## config.mk

```make
export PLATFORM = sky130hd
export DESIGN_NAME = ripple_add_sequencer
export DESIGN_NICKNAME = d
export VERILOG_FILES = /design/src/rtl/ripple_add_pkg.sv /design/src/rtl/ripple_carry_adder8.sv /design/src/rtl/ripple_add_sequencer.sv
export SDC_FILE = /design/constraint.sdc
export NUM_CORES = 1
export LEC_CHECK = 0
export CAP_MARGIN = 20
export CORE_ASPECT_RATIO = 0.6
export CORE_MARGIN = 2
export CORE_UTILIZATION = 54
export DETAILED_ROUTE_END_ITERATION = 12
export PLACE_DENSITY = 0.85
export SKIP_LAST_GASP = 1
export SYNTH_ARGS = -nofsm -noshare
export SYNTH_HDL_FRONTEND = slang
export SYNTH_SLANG_ARGS = --single-unit
```

## constraint.sdc

```tcl
create_clock -name clk -period 9.2 [get_ports clk]
set_input_delay 1.84 -clock clk [delete_from_list [all_inputs] [get_ports clk]]
set_output_delay 1.84 -clock clk [all_outputs]
set_load 0.02 [all_outputs]
```

## src/rtl/ripple_add_pkg.sv

```systemverilog
// Shared types and constants for the multi-precision ripple add/subtract sequencer.
package ripple_add_pkg;

  localparam int WORD_W = 8;

  typedef enum logic [1:0] {
    IDLE = 2'd0,
    RUN  = 2'd1,
    DONE = 2'd2
  } state_e;

  localparam logic OP_ADD = 1'b0;
  localparam logic OP_SUB = 1'b1;

  // Two's-complement overflow from operand and result sign bits (b already inverted for subtract).
  function automatic logic signed_ovf(input logic a_msb, input logic b_msb, input logic s_msb);
    return (a_msb == b_msb) && (s_msb != a_msb);
  endfunction

endpackage

```

## src/rtl/ripple_carry_adder8.sv

```systemverilog
// 8-bit combinational ripple-carry adder built from a chain of full adders.
module ripple_carry_adder8
  import ripple_add_pkg::*;
(
  input  logic [WORD_W-1:0] a,
  input  logic [WORD_W-1:0] b,
  input  logic              cin,
  output logic              cout,
  output logic [WORD_W-1:0] sum
);

  logic [WORD_W:0] carry;

  assign carry[0] = cin;

  generate
    for (genvar gi = 0; gi < WORD_W; gi++) begin : g_fa
      assign sum[gi]       = a[gi] ^ b[gi] ^ carry[gi];
      assign carry[gi + 1] = (a[gi] & b[gi]) | (carry[gi] & (a[gi] ^ b[gi]));
    end
  endgenerate

  assign cout = carry[WORD_W];

endmodule

```

## src/rtl/ripple_add_sequencer.sv

```systemverilog
// Multi-precision add/subtract: streams NWORDS bytes LSB-first through one 8-bit
// ripple adder, carrying between words in carry_q, and returns sum plus flags.
module ripple_add_sequencer
  import ripple_add_pkg::*;
#(
  parameter int NWORDS = 4,
  localparam int W     = WORD_W * NWORDS
) (
  input  logic         clk,
  input  logic         rst_n,
  input  logic         req_valid,
  output logic         req_ready,
  input  logic         req_op,
  input  logic [W-1:0] req_a,
  input  logic [W-1:0] req_b,
  input  logic         req_cin,
  output logic         rsp_valid,
  input  logic         rsp_ready,
  output logic [W-1:0] rsp_sum,
  output logic         rsp_cout,
  output logic         rsp_ovf
);

  localparam int                IDX_W    = (NWORDS > 1) ? $clog2(NWORDS) : 1;
  localparam logic [IDX_W-1:0]  LAST_IDX = IDX_W'(NWORDS - 1);

  state_e              state_q, state_d;
  logic [IDX_W-1:0]    idx_q, idx_d;
  logic                carry_q, carry_d;
  logic [W-1:0]        a_q, a_d;
  logic [W-1:0]        b_q, b_d;
  logic [W-1:0]        sum_q, sum_d;

  logic [WORD_W-1:0]   add_a, add_b, add_sum;
  logic                add_cout;
  logic                accept;

  assign accept = req_valid && (state_q == IDLE);

  always_ff @(posedge clk or negedge rst_n) begin
    if (!rst_n) begin
      state_q <= IDLE;
    end else begin
      state_q <= state_d;
    end
  end

  always_comb begin
    state_d = state_q;
    unique case (state_q)
      IDLE:    if (accept)              state_d = RUN;
      RUN:     if (idx_q == LAST_IDX)   state_d = DONE;
      DONE:    if (rsp_ready)           state_d = IDLE;
      default:                          state_d = IDLE;
    endcase
  end

  always_comb begin
    req_ready = (state_q == IDLE);
    rsp_valid = (state_q == DONE);
  end

  // Word mux: the adder only ever sees registered operands and carry.
  assign add_a = a_q[idx_q * WORD_W +: WORD_W];
  assign add_b = b_q[idx_q * WORD_W +: WORD_W];

  ripple_carry_adder8 u_adder (
    .a    (add_a),
    .b    (add_b),
    .cin  (carry_q),
    .cout (add_cout),
    .sum  (add_sum)
  );

  always_comb begin
    a_d     = a_q;
    b_d     = b_q;
    carry_d = carry_q;
    idx_d   = idx_q;
    sum_d   = sum_q;
    unique case (state_q)
      IDLE: begin
        if (accept) begin
          a_d     = req_a;
          b_d     = (req_op == OP_SUB) ? ~req_b : req_b;
          carry_d = (req_op == OP_SUB) ? ~req_cin : req_cin;
          idx_d   = '0;
        end
      end
      RUN: begin
        sum_d[idx_q * WORD_W +: WORD_W] = add_sum;
        carry_d = add_cout;
        if (idx_q != LAST_IDX) begin
          idx_d = idx_q + 1'b1;
        end
      end
      default: begin
      end
    endcase
  end

  always_ff @(posedge clk or negedge rst_n) begin
    if (!rst_n) begin
      idx_q   <= '0;
      carry_q <= 1'b0;
      a_q     <= '0;
      b_q     <= '0;
      sum_q   <= '0;
    end else begin
      idx_q   <= idx_d;
      carry_q <= carry_d;
      a_q     <= a_d;
      b_q     <= b_d;
      sum_q   <= sum_d;
    end
  end

  // Response fields come straight from state that only moves in RUN or on accept,
  // so they stay put through DONE back-pressure and linger in IDLE.
  assign rsp_sum  = sum_q;
  assign rsp_cout = carry_q;
  assign rsp_ovf  = signed_ovf(a_q[W-1], b_q[W-1], sum_q[W-1]);

endmodule

```

==> impl_metrics.toml, run 1 <==
[placement]
dp_slack_ns = 4.64
hpwl_mm = 7.75
numPortBuffers = 105
place_inst = 561
place_area_um2 = 5830
gp_congestion = 0.877

[synth]
synth_top_area_frac = 0.533
ys_seq_area_frac = 0.533
synth_nets = 445
ys_seq_elements = 101
synth_largest_area_cell = "dfrtp_1"
ys_warn_count = 0
synth.distinct_cells = 30
synth_area_um2 = 4740
synth-async-reset-ratio = 1.00
synth_edf_count = 0
synthFlopType = "dfrtp_1"
synth_area_per_cell_um2 = 13.1
synthCells = 361
ys_top_cells_by_area = "dfrtp_1 53%, mux2_2 7.8%, xnor2_1 6.1%, mux4_2 4.8%, a21oi_1 3.4%"

[timing]
worst_pin_slew_ns = 1.01
fin_crit_ns = 4.57
finalSetupTns_ns = 0
hold_violations = 0
finClkSkew_ns = 0.00531
clock.fmax_mhz = 219
slew_headroom = 0.327
setup_violations = 0
rsz0062_at_grt = "no"
fin_ws_ns = 4.63
fin_crit_sh = 0.497
drv_slew = 0

[global_routing]
grt_use_total = 0.235
grt-ovfl-total = 0
grt_max_degree = 100
grt_pass1_vias = 3359
grt_pass1_wl_mm = 17.3
antenna_found_initial = 0

[critical_path]
r2r_end = "rsp_sum[15]$_DFFE_PN0P_"
worstPathArrival_ns = 4.81
crit_buf_inv = 5
critPathMaxFanout = 15
crit_family = "adder cells"
path_common_cell = "fa_1"
reg2reg_from = "idx_q[0]$_DFFE_PN0P_"
cp.required_ns = 9.43
slowest_stage = "dfrtp_1"
endpoint_kind = "flip-flop"
reg2reg_slack_ns = 4.63
critPathKind = "reg2reg"
worstPathCellList = "buf_4 -> mux4_2 -> inv_1 -> fa_1 -> fa_1 -> fa_1 -> inv_1 -> fa_1 -> fa_1 -> fa_1 -> inv_1 -> fa_1 -> inv_1 -> fa_1 -> a22o_1"
cpPeakStageDelay_ns = 0.57
cp-start-kind = "flip-flop"
r2r_cells = 15

[min_path]
holdCritPathClass = "reg2reg"
min_path_cells = 1
hold_end = "rsp_sum[9]$_DFFE_PN0P_"
hp-start = "rsp_sum[9]$_DFFE_PN0P_"

[cts]
cts.reportedPaths.clkPinSlew_ns = 0.07
insertion_delay_ns = 0.35
ctsHoldBuffers = 0
h-tree-depth = 3
ctsRootBufferMaster = "clkbuf_16"
cts_resized = 0
cts_sinks = 101
cts_tree = "built"
cts_setup_buffers = 0
cts_buffer_depth = 2
cts_made_buffers = 9

[power]
vdd.ir_drop.worst_uv = 272
p_per_area_nw_per_um2 = 381
power.total_mw = 2.34
leakagePower_nw = 2.54

[routing]
drt_iter0_drc = 233
routed_wl_mm = 10.5
drt_first_pass_iters = 4
vias = 3238
post_drt_wl_per_cell_um = 18.2
viasPerCell = 5.61
drc_errors = 0
drtAntennaViolNets = 0

[outcome]
status = "complete, no violations"

[finish]
stdcell_count = 577
diodes = 0
mostFrequentLayoutCells = "103 x clkdlybuf4s50_1, 101 x dfrtp_1, 36 x nor2_1"
finalNetCount = 544
final_common_cell = "clkdlybuf4s50_1"
final_area_um2 = 6150
area_delta_synth_final_pct = 29.9
drive_above_1_share = 0.144

[die]
pin_count = 106
initial_core_util = 0.556
die_area_um2 = 9570
die_h_um = 76.6
coreArea_um2 = 8520
row_count = 26
die_w_um = 125

[flow_run]
cap_violations = 0
-- per-stage QoR --
| step | hold WS (ns) | utilization |
|---|---|---|
| floorplan | 0.472 | - |
| global placement | 0.476 | 0.684 |
| detailed placement | 0.474 | 0.684 |
| CTS | 0.494 | 0.722 |
| global route | 0.504 | 0.722 |
| finish | 0.492 | 0.722 |
-- where the power goes --
group / switching [mW] / internal (mW)
logic: 0.618 / 0.543
registers: 0.139 / 0.635
clock network: 0.163 / 0.246
-- per-layer routing --
metal,track usage,wire [um],vias to the layer above
met3,0.0681,731,22
met5,0,0,-
li1,-,-,1466
met4,0.0767,206,0
met2,0.362,4860,135
met1,0.327,4710,1615
-- Yosys cell counts, types with 4 or more instances --
cell type	number
a21oi_1	32
a22o_1	17
buf_2	14
buf_4	4
dfrtp_1	101
fa_1	8
ha_1	6
inv_1	16
mux2_2	33
mux4_1	6
mux4_2	10
nand2_1	9
nor2_1	36
o2bb2ai_1	16
xnor2_1	33
-- registers in the layout, indices dropped and copies added (netlist names) --
| signal | flops |
|---|---|
| state_q | 2 |
| a_q | 32 |
| idx_q | 2 |
| rsp_cout | 1 |
| rsp_sum | 32 |
| b_q | 32 |
-- logic make-up (layout without fill, tap and decap cells) --
logic type      after synthesis  after routing  share of synthesized area
compound gates               68             68                     0.0985
buf+inv                      36            140                     0.0385
xor+xnor                     33             33                     0.0610
fa+ha+maj                    14             14                     0.0496
mux                          49             49                      0.159
flops                       101            101                      0.533
simple gates                 60             60                     0.0599
-- final cells by class --
cell class	instances	area (um2)
sequential	101	2530
fill	589	2370
multi-input combinational	224	2030
timing repair buffer	108	1070
clock buffer	11	243
tap	112	140
clock inverter	5	83.8
inverter	16	60.1
-- worst register-to-register path, cell delays in order (launching register included) --
cell	delay, ns
dfrtp_1	0.57
buf_4	0.36
mux4_2	0.55
inv_1	0.09
fa_1	0.19
fa_1	0.18
fa_1	0.17
inv_1	0.06
fa_1	0.40
fa_1	0.42
fa_1	0.38
inv_1	0.11
fa_1	0.19
inv_1	0.05
fa_1	0.51
a22o_1	0.23
-- how the worst max path moves through the flow --
stage	from	endpoint	slack [ns]	cells after the start
detailed placement	idx_q[0]$_DFFE_PN0P_	rsp_sum[15]$_DFFE_PN0P_	4.64	15
global route	idx_q[0]$_DFFE_PN0P_	rsp_sum[15]$_DFFE_PN0P_	4.37	15
finish	idx_q[0]$_DFFE_PN0P_	rsp_sum[15]$_DFFE_PN0P_	4.63	15
CTS	idx_q[0]$_DFFE_PN0P_	rsp_sum[15]$_DFFE_PN0P_	4.62	15
floorplan	idx_q[0]$_DFFE_PN0P_	rsp_sum[15]$_DFFE_PN0P_	5.28	15
global placement	idx_q[0]$_DFFE_PN0P_	rsp_sum[7]$_DFFE_PN0P_	4.84	15
(Power assumes the default switching activity.)
==> run 2: changes to the inputs <==
Settings changed: CORE_UTILIZATION 54 to 51, PLACE_DENSITY 0.85 to 0.81.
Clock period 9.2 ns to 4.8 ns, I/O delays scaled along.
==> impl_metrics.toml, run 2 (synthesis results as in run 1) <==
[critical_path]
critPathMaxFanout = 9
cp-start-kind = "flip-flop"
slowest_stage = "dfrtp_1"
path_common_cell = "fa_1"
worstPathCellList = "buf_4 -> mux4_1 -> inv_1 -> fa_1 -> fa_1 -> inv_1 -> fa_1 -> fa_1 -> fa_1 -> inv_1 -> fa_1 -> inv_1 -> fa_1 -> a22o_1"
critPathKind = "reg2reg"
cp.required_ns = 5.03
cpPeakStageDelay_ns = 0.63
worstPathArrival_ns = 4.51
endpoint_kind = "flip-flop"

[timing]
finalSetupTns_ns = 0
finClkSkew_ns = 0.00456
setup_violations = 0
drv_slew = 0
worst_pin_slew_ns = 0.989
fin_crit_ns = 4.28
slew_headroom = 0.341
rsz0062_at_grt = "no"
clock.fmax_mhz = 234
hold_violations = 0
fin_crit_sh = 0.891

[routing]
vias = 3296
drc_errors = 0
drt_first_pass_iters = 5
post_drt_wl_per_cell_um = 18.4
routed_wl_mm = 10.8
drt_iter0_drc = 188
viasPerCell = 5.64
drtAntennaViolNets = 0

[cts]
ctsRootBufferMaster = "clkbuf_16"
insertion_delay_ns = 0.34
cts_tree = "built"
ctsHoldBuffers = 0
cts_resized = 0
cts_setup_buffers = 0
cts.reportedPaths.clkPinSlew_ns = 0.07
cts_sinks = 101
cts_buffer_depth = 2
cts_made_buffers = 9
h-tree-depth = 3

[flow_run]
cap_violations = 0

[global_routing]
grt_use_total = 0.231
grt_pass1_wl_mm = 17.5
grt_pass1_vias = 3331
antenna_found_initial = 0
grt_max_degree = 100
grt-ovfl-total = 0

[outcome]
status = "complete, no violations"

[power]
p_per_area_nw_per_um2 = 714
vdd.ir_drop.worst_uv = 375
power.total_mw = 4.38
leakagePower_nw = 2.54

[finish]
finalNetCount = 547
diodes = 0
drive_above_1_share = 0.152
area_delta_synth_final_pct = 29.4
mostFrequentLayoutCells = "103 x clkdlybuf4s50_1, 101 x dfrtp_1, 36 x nor2_1"
final_common_cell = "clkdlybuf4s50_1"
stdcell_count = 584

[placement]
hpwl_mm = 7.97
place_inst = 568
gp_congestion = 0.802
numPortBuffers = 105

[die]
pin_count = 106
coreArea_um2 = 9090
die_w_um = 128
die_area_um2 = 10100
initial_core_util = 0.522
row_count = 27
die_h_um = 78.7

[min_path]
holdCritPathClass = "reg2reg"
run 2: changes by cell type in the layout (fill, tap and decap cells not counted), sizes merged:
cell | previous run | this run
bufinv | 2 | 0
buf | 5 | 8
clkinv | 1 | 4
clkbuf | 11 | 10
run 2: routing by layer:
| layer | GRT usage | part of all wire |
|---|---|---|
| met1 | 0.325 | 0.45 |
| met5 | 0 | 0 |
| met2 | 0.357 | 0.47 |
| met4 | 0.0571 | 0.011 |
| met3 | 0.0654 | 0.068 |
run 2: worst paths after layout:
path                                        startpoint                 endpoint  slack, ns  depth (start not counted)
worst max-delay path              idx_q[0]$_DFFE_PN0P_  rsp_sum[31]$_DFFE_PN0P_       0.52                         14
worst max register to register    idx_q[0]$_DFFE_PN0P_  rsp_sum[31]$_DFFE_PN0P_       0.52                         14
min in group asynchronous                        rst_n  rsp_sum[23]$_DFFE_PN0P_       0.77                          1
max in group asynchronous                        rst_n   rsp_sum[6]$_DFFE_PN0P_       3.18                          2
worst min-delay path            rsp_sum[1]$_DFFE_PN0P_   rsp_sum[1]$_DFFE_PN0P_       0.50                          1
worst min register to register  rsp_sum[1]$_DFFE_PN0P_   rsp_sum[1]$_DFFE_PN0P_       0.50                          1
run 2: area by class of cell:
type	instances	area, um2
fillers	652	2950
flip-flops and latches	101	2530
multi-input cells	224	2030
repair buffers	111	1090
clock buffers	10	239
well taps	116	145
inverters	16	60.1
clock inverters	6	38.8
run 2: through the flow:
stage,utilization,cell area [um2],hold slack [ns],setup WS (ns)
floorplan,-,4740,0.472,0.881
global placement,0.644,5860,0.480,0.662
detailed placement,0.644,5860,0.480,0.540
CTS,0.675,6130,0.500,0.512
global route,0.675,6130,0.525,0.286
finish,0.675,6130,0.496,0.523
run 2: critical path: cells and delay by family (launching register included):
kind | cells | cell delay, ns
compound gates | 1 | 0.23
mux | 1 | 0.58
flops | 1 | 0.63
fa+ha+maj | 7 | 2.21
buf+inv | 5 | 0.51
run 2: report_power, final:
group | internal (mW) | switching [mW]
sequential | 1.22 | 0.258
clock | 0.364 | 0.310
combinational | 1.05 | 1.18
==> run 3: changes to the inputs <==
Settings changed: CTS_CLUSTER_DIAMETER from default to 200.
==> results of run 3 <==
The final DEF is identical to that of run 2; final timing and power are the same.
==> patch 1 (flow settings as in run 2) <==
Change the package constant `WORD_W` from 8 to 16.
--- a/src/rtl/ripple_add_pkg.sv
+++ b/src/rtl/ripple_add_pkg.sv
@@ -1,7 +1,7 @@
 // Shared types and constants for the multi-precision ripple add/subtract sequencer.
 package ripple_add_pkg;
 
-  localparam int WORD_W = 8;
+  localparam int WORD_W = 16;
 
   typedef enum logic [1:0] {
     IDLE = 2'd0,
Interface: changed (resized req_a, req_b and rsp_sum); port bits go from 106 to 202. No check against the original RTL was run, so the function may have changed too.
==> patch 1 against run 2 <==
- the run now ends with setup timing left
- critical path depth up 10
- clock power up 110%
- critical endpoint is now rsp_sum[47]
- final area grew 96%
- synthesized area up 92%
- setup slack lost 2500 ps
- total power rose by 110%
- clock skew grew 6.0 ps
- sequential cell count increased by 96
- routed wire length rose by 110%
- die area rose by 87%
- highest routed layer is now met5
==> patch 1: results (changes against run 2) <==
status: finished, violations left (was finished clean)
failing checks: setup timing
Placed Area: 11300 sq um (was 5860 sq um)
final WL: 22.9 mm (was 10.8 mm)
Arr. time, crit path: 7040 ps (was 4510 ps)
Port Buf Inserts: 201 (was 105)
CLK BUF: 18 (was 10)
Post-Synth XOR/XNOR Area: 6.27% (was 6.10%)
Worst Skew: 10.5 ps (was 4.56 ps)
Final setup viols: 25 (was 0)
number of distinct library cells after synthesis: 33 (was 30)
fin worst setup slack: -1930 ps (was 523 ps)
Non-CTS buffers: 217 (was 111)
max layer used: met5 (was met4)
fraction of layout cells with a size suffix above 1: 22.2% (was 15.2%)
Synth Area per Inst: 13.3 sq um (was 13.1 sq um)
Peak VDD IR: 0.467 mV (was 0.375 mV)
H-tree depth: 4 (was 3)
#MultiIn Comb: 408 (was 224)
Crit-path slowest cell: fa_2 (was dfrtp_1)
pin count of the biggest net entering global routing: 134 (was 100)
Wirelength per Cell: 20.4 um (was 18.4 um)
GRT Total Usage: 25.5% (was 23.1%)
met3 global-route usage: 6.39% (was 6.54%)
vias: 6193 (was 3296)
fraction of area in multi-input gates: 32.6% (was 33.2%)
P_int: 5.43 mW (was 2.63 mW)
Worst R2R Path Depth: 24 (was 14)
Num CTS Buffers: 17 (was 9)
setup TNS: -27210 ps (was 0 ps)
Critical Path Fanout Max: 4 (was 9)
GPL Wtd Cong: 0.818 (was 0.802)
mux contribution to synthesized area: 16.0% (was 15.9%)
Cells after Synth: 684 (was 361)
Compound-Gate Fraction of Synth Area: 10.7% (was 9.85%)
-- patch 1: cell types whose count changed in the layout (fill, tap and decap cells not counted), moves of 24 or more --
cell / change
clkdlybuf4s50_1: +96
nor2_1: +32
xnor2_1: +32
mux2_2: +30
a21oi_1: +32
dfrtp_1: +94
o2bb2ai_2: +24
-- patch 1: worst max path at each step --
stage,slack (ps),endpoint,startpoint
after global placement,-1750,rsp_sum[47],idx_q[0]
after global routing,-2060,rsp_sum[63],idx_q[0]
after detailed placement,-1890,rsp_sum[47],idx_q[0]
final,-1930,rsp_sum[47],idx_q[0]
after floorplan,-1870,rsp_sum[15],idx_q[0]
after CTS,-1940,rsp_sum[47],idx_q[0]
-- patch 1: power groups by stage --
stage | sequential (mW) | combinational [mW] | clock, mW
4_1_cts | 2.79 | 4.97 | 1.43
5_1_grt | 2.89 | 5.53 | 1.50
6_report | 2.80 | 5.15 | 1.41
3_3_place_gp | 2.79 | 4.72 | 0
2_1_floorplan | 2.82 | 3.07 | 0
3_5_place_dp | 2.81 | 4.89 | 0
==> patch 2 (settings of run 2) <==
Made on the original files. Encoding of `state_e`: now one-hot (3 bits for 3 states).
--- a/src/rtl/ripple_add_pkg.sv
+++ b/src/rtl/ripple_add_pkg.sv
@@ -3,10 +3,10 @@
 
   localparam int WORD_W = 8;
 
-  typedef enum logic [1:0] {
-    IDLE = 2'd0,
-    RUN  = 2'd1,
-    DONE = 2'd2
+  typedef enum logic [2:0] {
+    IDLE = 3'b001,
+    RUN  = 3'b010,
+    DONE = 3'b100
   } state_e;
 
   localparam logic OP_ADD = 1'b0;
Check against the original RTL: no difference found for any inputs over 4 cycles, from zero or initial values and one cycle with rst_n low; so few cycles prove little.
==> patch 2 against run 2 <==
- sequential cell count rose by 1
- critical endpoint is now rsp_sum[15]
- total power is 5.0% lower
- synthesized area is 4.9% higher
- final area up 2.8%
- critical path depth decreased by 1
- clock power grew 21%
- setup slack got worse by 150 ps
- largest power group unchanged
- routed wire length rose by 1.0%
==> patch 2: results (changes against run 2) <==
status: finished clean (unchanged)
syn_nets: 485 (was 445)
Critical Path Fanout Max: 7 (was 9)
final WL: 10.9 mm (was 10.8 mm)
top cells by count, synth: dfrtp_1 (101), nand2_1 (36), nor2_1 (33) (was dfrtp_1 (101), nor2_1 (36), mux2_2 (33), xnor2_1 (33), a21oi_1 (32))
max incr delay on CP: 510 ps (was 630 ps)
Iter 0 DRT Violations: 233 (was 188)
ANT cells: 0 (unchanged)
Root Driver: clkbuf_16 (unchanged)
dpl hpwl: 7.93 mm (was 7.97 mm)
worst min path class: flip-flop to flip-flop (unchanged)
Crit-path slowest cell: dfrtp_1 (unchanged)
synth warn: 0 (unchanged)
GPL Wtd Cong: 0.797 (was 0.802)
Crit path max-delay family: adder cells (unchanged)
top cells by area, synth: dfrtp_1 (51%), mux2_2 (7.3%), mux4_2 (5.9%) (was dfrtp_1 (53%), mux2_2 (7.8%), xnor2_1 (6.1%))
antenna violations before repair: 0 (unchanged)
global-route wire length before repair: 16.9 mm (was 17.5 mm)
GRT Total Usage: 21.3% (was 23.1%)
number of global-route vias before repair: 3207 (was 3331)
Slew @ Worst Pin: 1040 ps (was 989 ps)
Worst R2R Setup Slack: 370 ps (was 520 ps)
Port Buf Inserts: 105 (unchanged)
fraction of layout cells with a size suffix above 1: 14.3% (was 15.2%)
H-tree depth: 3 (unchanged)
Num CTS Buffers: 9 (unchanged)
sequential share of the synthesized area: 51.4% (was 53.3%)
Post-CTS Resized: 0 (unchanged)
vias: 3382 (was 3296)
First-pass DRT Iterations: 4 (was 5)
Arr. time, crit path: 4640 ps (was 4510 ps)
CTS clk-pin slew, worst paths: 70 ps (about the same)
DP Worst Slack: 359 ps (was 540 ps)
pin count of the biggest net entering global routing: 101 (was 100)
Post-CTS Setup Inserts: 0 (unchanged)
number of distinct library cells after synthesis: 33 (was 30)
WHS: 480 ps (was 496 ps)
Post-synth ARST share: 100% (unchanged)
Peak VDD IR: 0.410 mV (was 0.375 mV)
Clock Path Buffers: 2 (unchanged)
Final #Nets: 576 (was 547)
Worst Skew: 8.66 ps (was 4.56 ps)
Pleak: 2.56 nW (was 2.54 nW)
fin crit share: 92.3% (was 89.1%)
clk_lat worst skew: 350 ps
DRC viols: 0 (unchanged)
## patch 2: cell types whose count changed in the layout (fill, tap and decap cells not counted), moves of 3 or more
cell       delta
nor2_1        -3
nand4bb_1     +4
bufinv_16     +3
a22o_1       -17
mux4_2        +3
or3_1         +3
clkbuf_1      +3
nand2_1      +27
o31ai_1      +32
o2bb2ai_1    -16
mux4_1        -3
## patch 2: cell families (layout without fill, tap and decap cells)
family	count (synthesis)	count (layout)	synth area share, %
simple gates	86	86	8.01
fa+ha+maj	14	14	4.73
compound gates	69	69	8.86
flops	102	102	51.4
xor+xnor	33	33	5.82
mux	48	48	14.7
buf+inv	49	145	6.47
## patch 2: stage by stage
| step | utilization [%] | cells | cell area (sq um) |
|---|---|---|---|
| 6_report | 67.6 | 627 | 6310 |
| 4_1_cts | 67.6 | 627 | 6310 |
| 5_1_grt | 67.6 | 627 | 6310 |
| 2_1_floorplan | - | 401 | 4970 |
| 3_3_place_gp | 64.1 | 611 | 5970 |
| 3_5_place_dp | 64.1 | 611 | 5970 |
## patch 2: worst paths after layout
kind | start | to | depth (start not counted)
setup / recovery | idx_q[0] | rsp_sum[15] | 13
hold reg to reg | rsp_sum[10] | rsp_sum[10] | 2
max in group asynchronous | rst_n | rsp_sum[6] | 2
setup reg to reg | idx_q[0] | rsp_sum[15] | 13
min in group asynchronous | rst_n | state_q[1] | 1
hold / removal | rsp_sum[10] | rsp_sum[10] | 2
## patch 2: final cells by class
cell class                 instances  area [sq um]
inverter                          19          73.8
clock buffer                      12           236
tap                              130           163
fill                             700          3020
clock inverter                     4          95.1
timing repair buffer             110          1080
multi-input combinational        250          2100
sequential                       102          2550
## patch 2: worst reg2reg max path, cell delays in order, from the launching register on
cell     delay [ps]
dfrtp_1         510
mux4_2          390
inv_1            60
fa_1            430
fa_1            410
fa_1            400
fa_1            400
fa_1            400
fa_1            400
inv_1            90
fa_1            200
fa_1            390
inv_1           120
o31ai_1          90
## patch 2: routing by layer
layer  vias to the layer above  global-route usage, %  routed length [um]
met2                       115                   33.6                5160
met1                      1684                   29.1                4920
met5                         -                      0                   0
li1                       1571                      -                   -
met4                         0                   6.85                 143
met3                        12                   5.87                 643
## patch 2: power breakdown
group	internal (mW)	total, mW	switching (mW)
registers	1.20	1.42	0.221
clock network	0.509	0.814	0.304
logic	0.865	1.93	1.06
